File: src/rtl/run_controller.sv
`default_nettype none
// ---------------------------------------------------------------------------
// run_controller: sequences a TopLevel run, counts cycles/branches, traces writes
// into a FWFT FIFO. Optional macro TRACE_BRANCH_EN also traces branches. Rev 1.0
// ---------------------------------------------------------------------------
module run_controller #(
  parameter int PC_W       = 8,
  parameter int DATA_W     = 16,
  parameter int REG_W      = 4,
  parameter int FIFO_DEPTH = 8,
  parameter int TIMEOUT    = 1024
) (
  input  logic                          CLK,
  input  logic                          RST_N,
  input  logic                          go,
  output logic                          start,
  input  logic                          halt,
  input  logic                          REG_WRITE,
  input  logic [REG_W-1:0]              write_register,
  input  logic [DATA_W-1:0]             regWriteValue,
  input  logic                          MEM_WRITE,
  input  logic [DATA_W-1:0]             memWriteValue,
  input  logic [PC_W-1:0]               PC,
  input  logic                          BRANCH,
  output logic                          busy,
  output logic                          done,
  output logic                          timed_out,
  output logic [15:0]                   cycle_count,
  output logic [15:0]                   branch_count,
  output logic                          trace_valid,
  output logic [2+REG_W+PC_W+DATA_W-1:0] trace_data,
  input  logic                          trace_ready,
  output logic [7:0]                    trace_drops
);
  localparam int TD_W = 2 + REG_W + PC_W + DATA_W;
  localparam int AW   = $clog2(FIFO_DEPTH);
  localparam logic [15:0] TO_CNT = 16'(TIMEOUT);

  typedef enum logic [1:0] {S_IDLE, S_START, S_RUN, S_DONE} state_t;

  state_t            state_q, state_d;
  logic [15:0]       cyc_q, cyc_d, br_q, br_d, cyc_inc;
  logic              to_q, to_d;
  logic [7:0]        drops_q, drops_d;
  logic [8:0]        drops_sum;
  logic [AW:0]       wr_q, wr_d, rd_q, rd_d;
  logic [TD_W-1:0]   mem_q [FIFO_DEPTH];

  logic              empty, full, pop, push_req, push, in_run;
  logic [1:0]        kind, drop_inc;
  logic [REG_W-1:0]  ev_reg;
  logic [DATA_W-1:0] ev_val;

  always_comb begin
    kind   = 2'b00;
    ev_reg = '0;
    ev_val = '0;
    if (REG_WRITE) begin
      kind   = 2'b01;
      ev_reg = write_register;
      ev_val = regWriteValue;
    end else if (MEM_WRITE) begin
      kind   = 2'b10;
      ev_val = memWriteValue;
    end
`ifdef TRACE_BRANCH_EN
    else if (BRANCH) begin
      kind = 2'b11;
    end
`endif
  end

  always_comb begin
    in_run   = (state_q == S_RUN);
    empty    = (wr_q == rd_q);
    full     = (wr_q[AW-1:0] == rd_q[AW-1:0]) && (wr_q[AW] != rd_q[AW]);
    pop      = !empty && trace_ready;
    push_req = in_run && (kind != 2'b00);
    // A full FIFO still accepts a push when the head leaves in the same cycle.
    push     = push_req && (!full || pop);
    drop_inc = {1'b0, in_run && REG_WRITE && MEM_WRITE} + {1'b0, push_req && !push};
    drops_sum = {1'b0, drops_q} + {7'b0, drop_inc};
    cyc_inc  = (cyc_q == 16'hFFFF) ? cyc_q : cyc_q + 16'd1;
  end

  always_comb begin
    state_d = state_q;
    cyc_d   = cyc_q;
    br_d    = br_q;
    to_d    = to_q;
    drops_d = drops_q;
    wr_d    = wr_q + {{AW{1'b0}}, push};
    rd_d    = rd_q + {{AW{1'b0}}, pop};
    case (state_q)
      S_IDLE, S_DONE: begin
        if (go) begin
          state_d = S_START;
          cyc_d   = '0;
          br_d    = '0;
          to_d    = 1'b0;
          drops_d = '0;
          wr_d    = '0;
          rd_d    = '0;
        end
      end
      S_START: state_d = S_RUN;
      S_RUN: begin
        cyc_d   = cyc_inc;
        drops_d = drops_sum[8] ? 8'hFF : drops_sum[7:0];
        if (BRANCH && (br_q != 16'hFFFF)) br_d = br_q + 16'd1;
        // cyc_q==0 marks the first RUN cycle, where a stale halt is masked.
        if (halt && (cyc_q != 16'd0)) begin
          state_d = S_DONE;
        end else if (cyc_inc == TO_CNT) begin
          state_d = S_DONE;
          to_d    = 1'b1;
        end
      end
      default: state_d = S_IDLE;
    endcase
  end

  always_ff @(posedge CLK) begin
    if (!RST_N) begin
      state_q <= S_IDLE;
      cyc_q   <= '0;
      br_q    <= '0;
      to_q    <= 1'b0;
      drops_q <= '0;
      wr_q    <= '0;
      rd_q    <= '0;
    end else begin
      state_q <= state_d;
      cyc_q   <= cyc_d;
      br_q    <= br_d;
      to_q    <= to_d;
      drops_q <= drops_d;
      wr_q    <= wr_d;
      rd_q    <= rd_d;
    end
  end

  always_ff @(posedge CLK) begin
    if (push) mem_q[wr_q[AW-1:0]] <= {kind, ev_reg, PC, ev_val};
  end

  assign start        = (state_q == S_START);
  assign busy         = (state_q == S_START) || (state_q == S_RUN);
  assign done         = (state_q == S_DONE);
  assign timed_out    = to_q;
  assign cycle_count  = cyc_q;
  assign branch_count = br_q;
  assign trace_valid  = !empty;
  assign trace_data   = empty ? '0 : mem_q[rd_q[AW-1:0]];
  assign trace_drops  = drops_q;

endmodule
`default_nettype wire

File: config.mk
export PLATFORM = sky130hd
export DESIGN_NAME = run_controller
export DESIGN_NICKNAME = d
export VERILOG_FILES = /design/src/rtl/run_controller.sv
export SDC_FILE = /design/constraint.sdc
export NUM_CORES = 1
export LEC_CHECK = 0
export CORE_UTILIZATION = 30
export CTS_CLUSTER_SIZE = 28
export DETAILED_ROUTE_END_ITERATION = 8
export GPL_ROUTABILITY_DRIVEN = 0
export GPL_TIMING_DRIVEN = 0
export HOLD_SLACK_MARGIN = 0.02
export PLACE_DENSITY = 0.5
export SLEW_MARGIN = 0
export SYNTH_ARGS = -nofsm -noshare
export SYNTH_HDL_FRONTEND = slang
export SYNTH_SLANG_ARGS = --single-unit
export TNS_END_PERCENT = 100
File: constraint.sdc
create_clock -name CLK -period 5.1 [get_ports CLK]
set_input_delay 1.02 -clock CLK [delete_from_list [all_inputs] [get_ports CLK]]
set_output_delay 1.02 -clock CLK [all_outputs]
set_load 0.03 [all_outputs]
==> reports/summary.txt <==
required time of the critical path -> 4.08 ns
Setup TNS Final -> 0 ns
Comb power frac -> 16.7%
initial antenna violation count -> 3
die area -> 42000 um2
Seq cells post-synth -> 291
CTS Buffer Depth -> 3
Main synth FF type -> edfxtp_1
die width -> 205 um
Seq pwr share -> 43.4%
switching power total -> 1.65 mW
max-cap violation count -> 0
crit path DAT -> 3.59 ns
fill cell count -> 3778
Sw Ratio -> 26.7%
P&R area growth vs syn -> 27.2%
RSZ-0062 raised after global routing -> no
final setup fails -> 0
via count -> 7566
Yosys top cell area share -> 58.3%
CTS buffer count -> 34
Fin. Hold Viols -> 0
Yosys top cell by area -> edfxtp_1
Mapped Avg Cell Area -> 15.4 um2
Tot Pwr -> 6.19 mW
Layout Nets -> 1052
Final Critical Period -> 4.61 ns
Slew HR -> 30.6%
Tcrit/Tclk final -> 90.5%
async set-reset flop share out of synthesis -> 0%
setup repair bufs after CTS -> 0
Pwr Density -> 394 nW/um2
# rows -> 73
largest net degree at the start of global routing -> 25
Int Pwr -> 4.54 mW
CP Launch Type -> flop
top cells by area, synth -> edfxtp_1 58%, mux4_2 11%, dfxtp_1 8.3%
1st-iter DRT viols -> 509
Final ANT Viol Nets -> 0
worst slew pin tran -> 1.04 ns
final WL -> 31400 um
Port-buffer cells -> 126
Avg WL per Cell -> 20.4 um
Final WS setup -> 0.486 ns
final instance area -> 15700 um2
gr usage total -> 15.2%
Fmax -> 0.217 GHz
top-count cell post-synth -> edfxtp_1
sequential element share of the synthesized area -> 66.6%
vias in the first global route -> 7792
first-pass GRT wire length -> 47800 um
CP endpoint kind -> output port
Net Count, Synth -> 870
antenna diode count -> 0
dpl cell area -> 14600 um2
Worst VDD drop -> 0.229 mV
TritonCTS clock tree -> done
library cells used by synthesis -> 59
Final Max Tran Viols -> 0
DP Wirelength -> 20700 um
Synth Cell Area -> 12400 um2
Gate Count Post-Synth -> 805
drt via density -> 4.92
clock latency at the later pin of the worst-skew pair -> 0.51 ns
cts repair resizes -> 0
clk_skew -> 0.0126 ns
CP max FO -> 10
share of layout cells above drive strength 1 -> 15.5%
status -> completed
TritonRoute pass-1 iters -> 5
grt ovf -> 0
Lkg Pwr -> 4.97 nW
top cells by count, synth -> 240 x edfxtp_1, 74 x nor2_1, 60 x mux4_2
I/O pin cnt -> 127
clk root buf -> clkbuf_16
crit path kind -> flop to output port
Post-synth EDFFs -> 240
drt drc -> 0
die span in y -> 205 um
H-Tree Depth -> 2
Starting Density -> 30.8%
clk sinks -> 291
dpl ws -> 0.841 ns
clock power share -> 39.9%
Yosys warnings -> 0
core area -> 40200 um2
# hold bufs at CTS -> 0
clock-pin slew on the worst setup and hold paths -> 0.06 ns
worst hold path class -> flop to flop
## area by class of cell
cell class | count | area [um2] | share of cell area, %
flip-flops and latches | 291 | 8230 | 52.3
multi-input cells | 448 | 3900 | 24.8
repair buffers | 146 | 1530 | 9.73
clock buffers | 42 | 912 | 5.80
well taps | 525 | 657 | 4.18
clock inverters | 20 | 224 | 1.42
plain buffers | 51 | 214 | 1.36
inverters | 15 | 56.3 | 0.358
## per-layer routing
metal	global-route usage, %	vias to the layer above	share of wire [%]
met5	0	-	0.11
met4	3.25	6	1.6
met3	2.83	47	5.3
met2	25.4	191	48
met1	20.4	3796	45
li1	-	3526	-
## through the flow
stage / hold slack, ns / util (%) / cells
floorplan: 0.498 / - / 805
global placement: 0.505 / 35.5 / 1456
detailed placement: 0.505 / 36.3 / 1476
CTS: 0.527 / 39.1 / 1538
global route: 0.545 / 39.1 / 1538
finish: 0.527 / 39.1 / 1538
## worst max-delay path: stages (launching register included)
cell	delay [ns]
dfxtp_1	0.32
clkbuf_1	0.40
buf_1	0.81
mux4_2	0.61
mux2i_1	0.25
nor2_1	0.07
clkdlybuf4s50_1	0.62
## state kept, by name, summed over array words and instances, names as in the netlist
register / flops
trace_drops: 8
wr_q: 4
branch_count: 16
mem_q: 240
timed_out: 1
state_q: 2
cycle_count: 16
rd_q: 4
## path summary, 6_finish.rpt
check | startpoint | end | slack, ns | cells past startpoint
min reg2reg | timed_out | timed_out | 0.53 | 1
max reg2reg | state_q[0] | mem_q[5][18] | 1.97 | 9
max | rd_q[0] | trace_data[27] | 0.49 | 6
min | timed_out | timed_out | 0.53 | 1
## cells in the final DEF (no fill, tap or decap), types with 4 or more instances in the layout
cell type / netlist / layout
dfxtp_1: 51 / 51
clkbuf_16: 0 / 35
mux2i_1: 31 / 31
o21ai_0: 29 / 29
and3_1: 12 / 12
xor2_1: 4 / 4
clkinv_2: 0 / 5
buf_6: 1 / 15
a31oi_1: 4 / 4
clkinv_1: 0 / 5
buf_1: 7 / 7
nor3_1: 12 / 11
xnor2_1: 17 / 17
clkbuf_1: 35 / 41
or3_1: 5 / 5
nor2_1: 74 / 73
inv_1: 15 / 15
buf_2: 6 / 6
nor4_1: 9 / 9
edfxtp_1: 240 / 240
bufinv_16: 0 / 4
nor2b_1: 9 / 8
a22oi_1: 4 / 4
nand4_1: 12 / 12
nand2_1: 31 / 31
a22o_1: 15 / 15
mux4_2: 60 / 60
clkdlybuf4s50_1: 0 / 126
buf_12: 0 / 4
and2_1: 9 / 9
ha_1: 12 / 12
a21oi_1: 28 / 28
a41oi_1: 5 / 5
nand3_1: 16 / 16
## cells by family (layout without fill, tap and decap cells)
family / count (synthesis) / in the layout / share of synthesized area, %
DFF: 291 / 291 / 66.6
and+or+nand+nor: 212 / 212 / 8.88
AOI/OAI and AO/OA: 109 / 109 / 5.87
muxes: 93 / 93 / 13.6
buffers and inverters: 66 / 274 / 2.19
xor gates and xnor gates: 21 / 21 / 1.49
adders and majority gates: 13 / 13 / 1.38
## power by group through the flow
| stage | logic, mW | registers, mW | clock network [mW] |
|---|---|---|---|
| 6_report | 1.04 | 2.69 | 2.47 |
| 3_3_place_gp | 1.02 | 2.75 | 0 |
| 4_1_cts | 1.06 | 2.69 | 2.53 |
| 2_1_floorplan | 0.604 | 2.75 | 0 |
| 5_1_grt | 1.13 | 2.69 | 2.62 |
| 3_5_place_dp | 1.05 | 2.74 | 0 |
No activity file was read; power rests on OpenSTA's default activity.
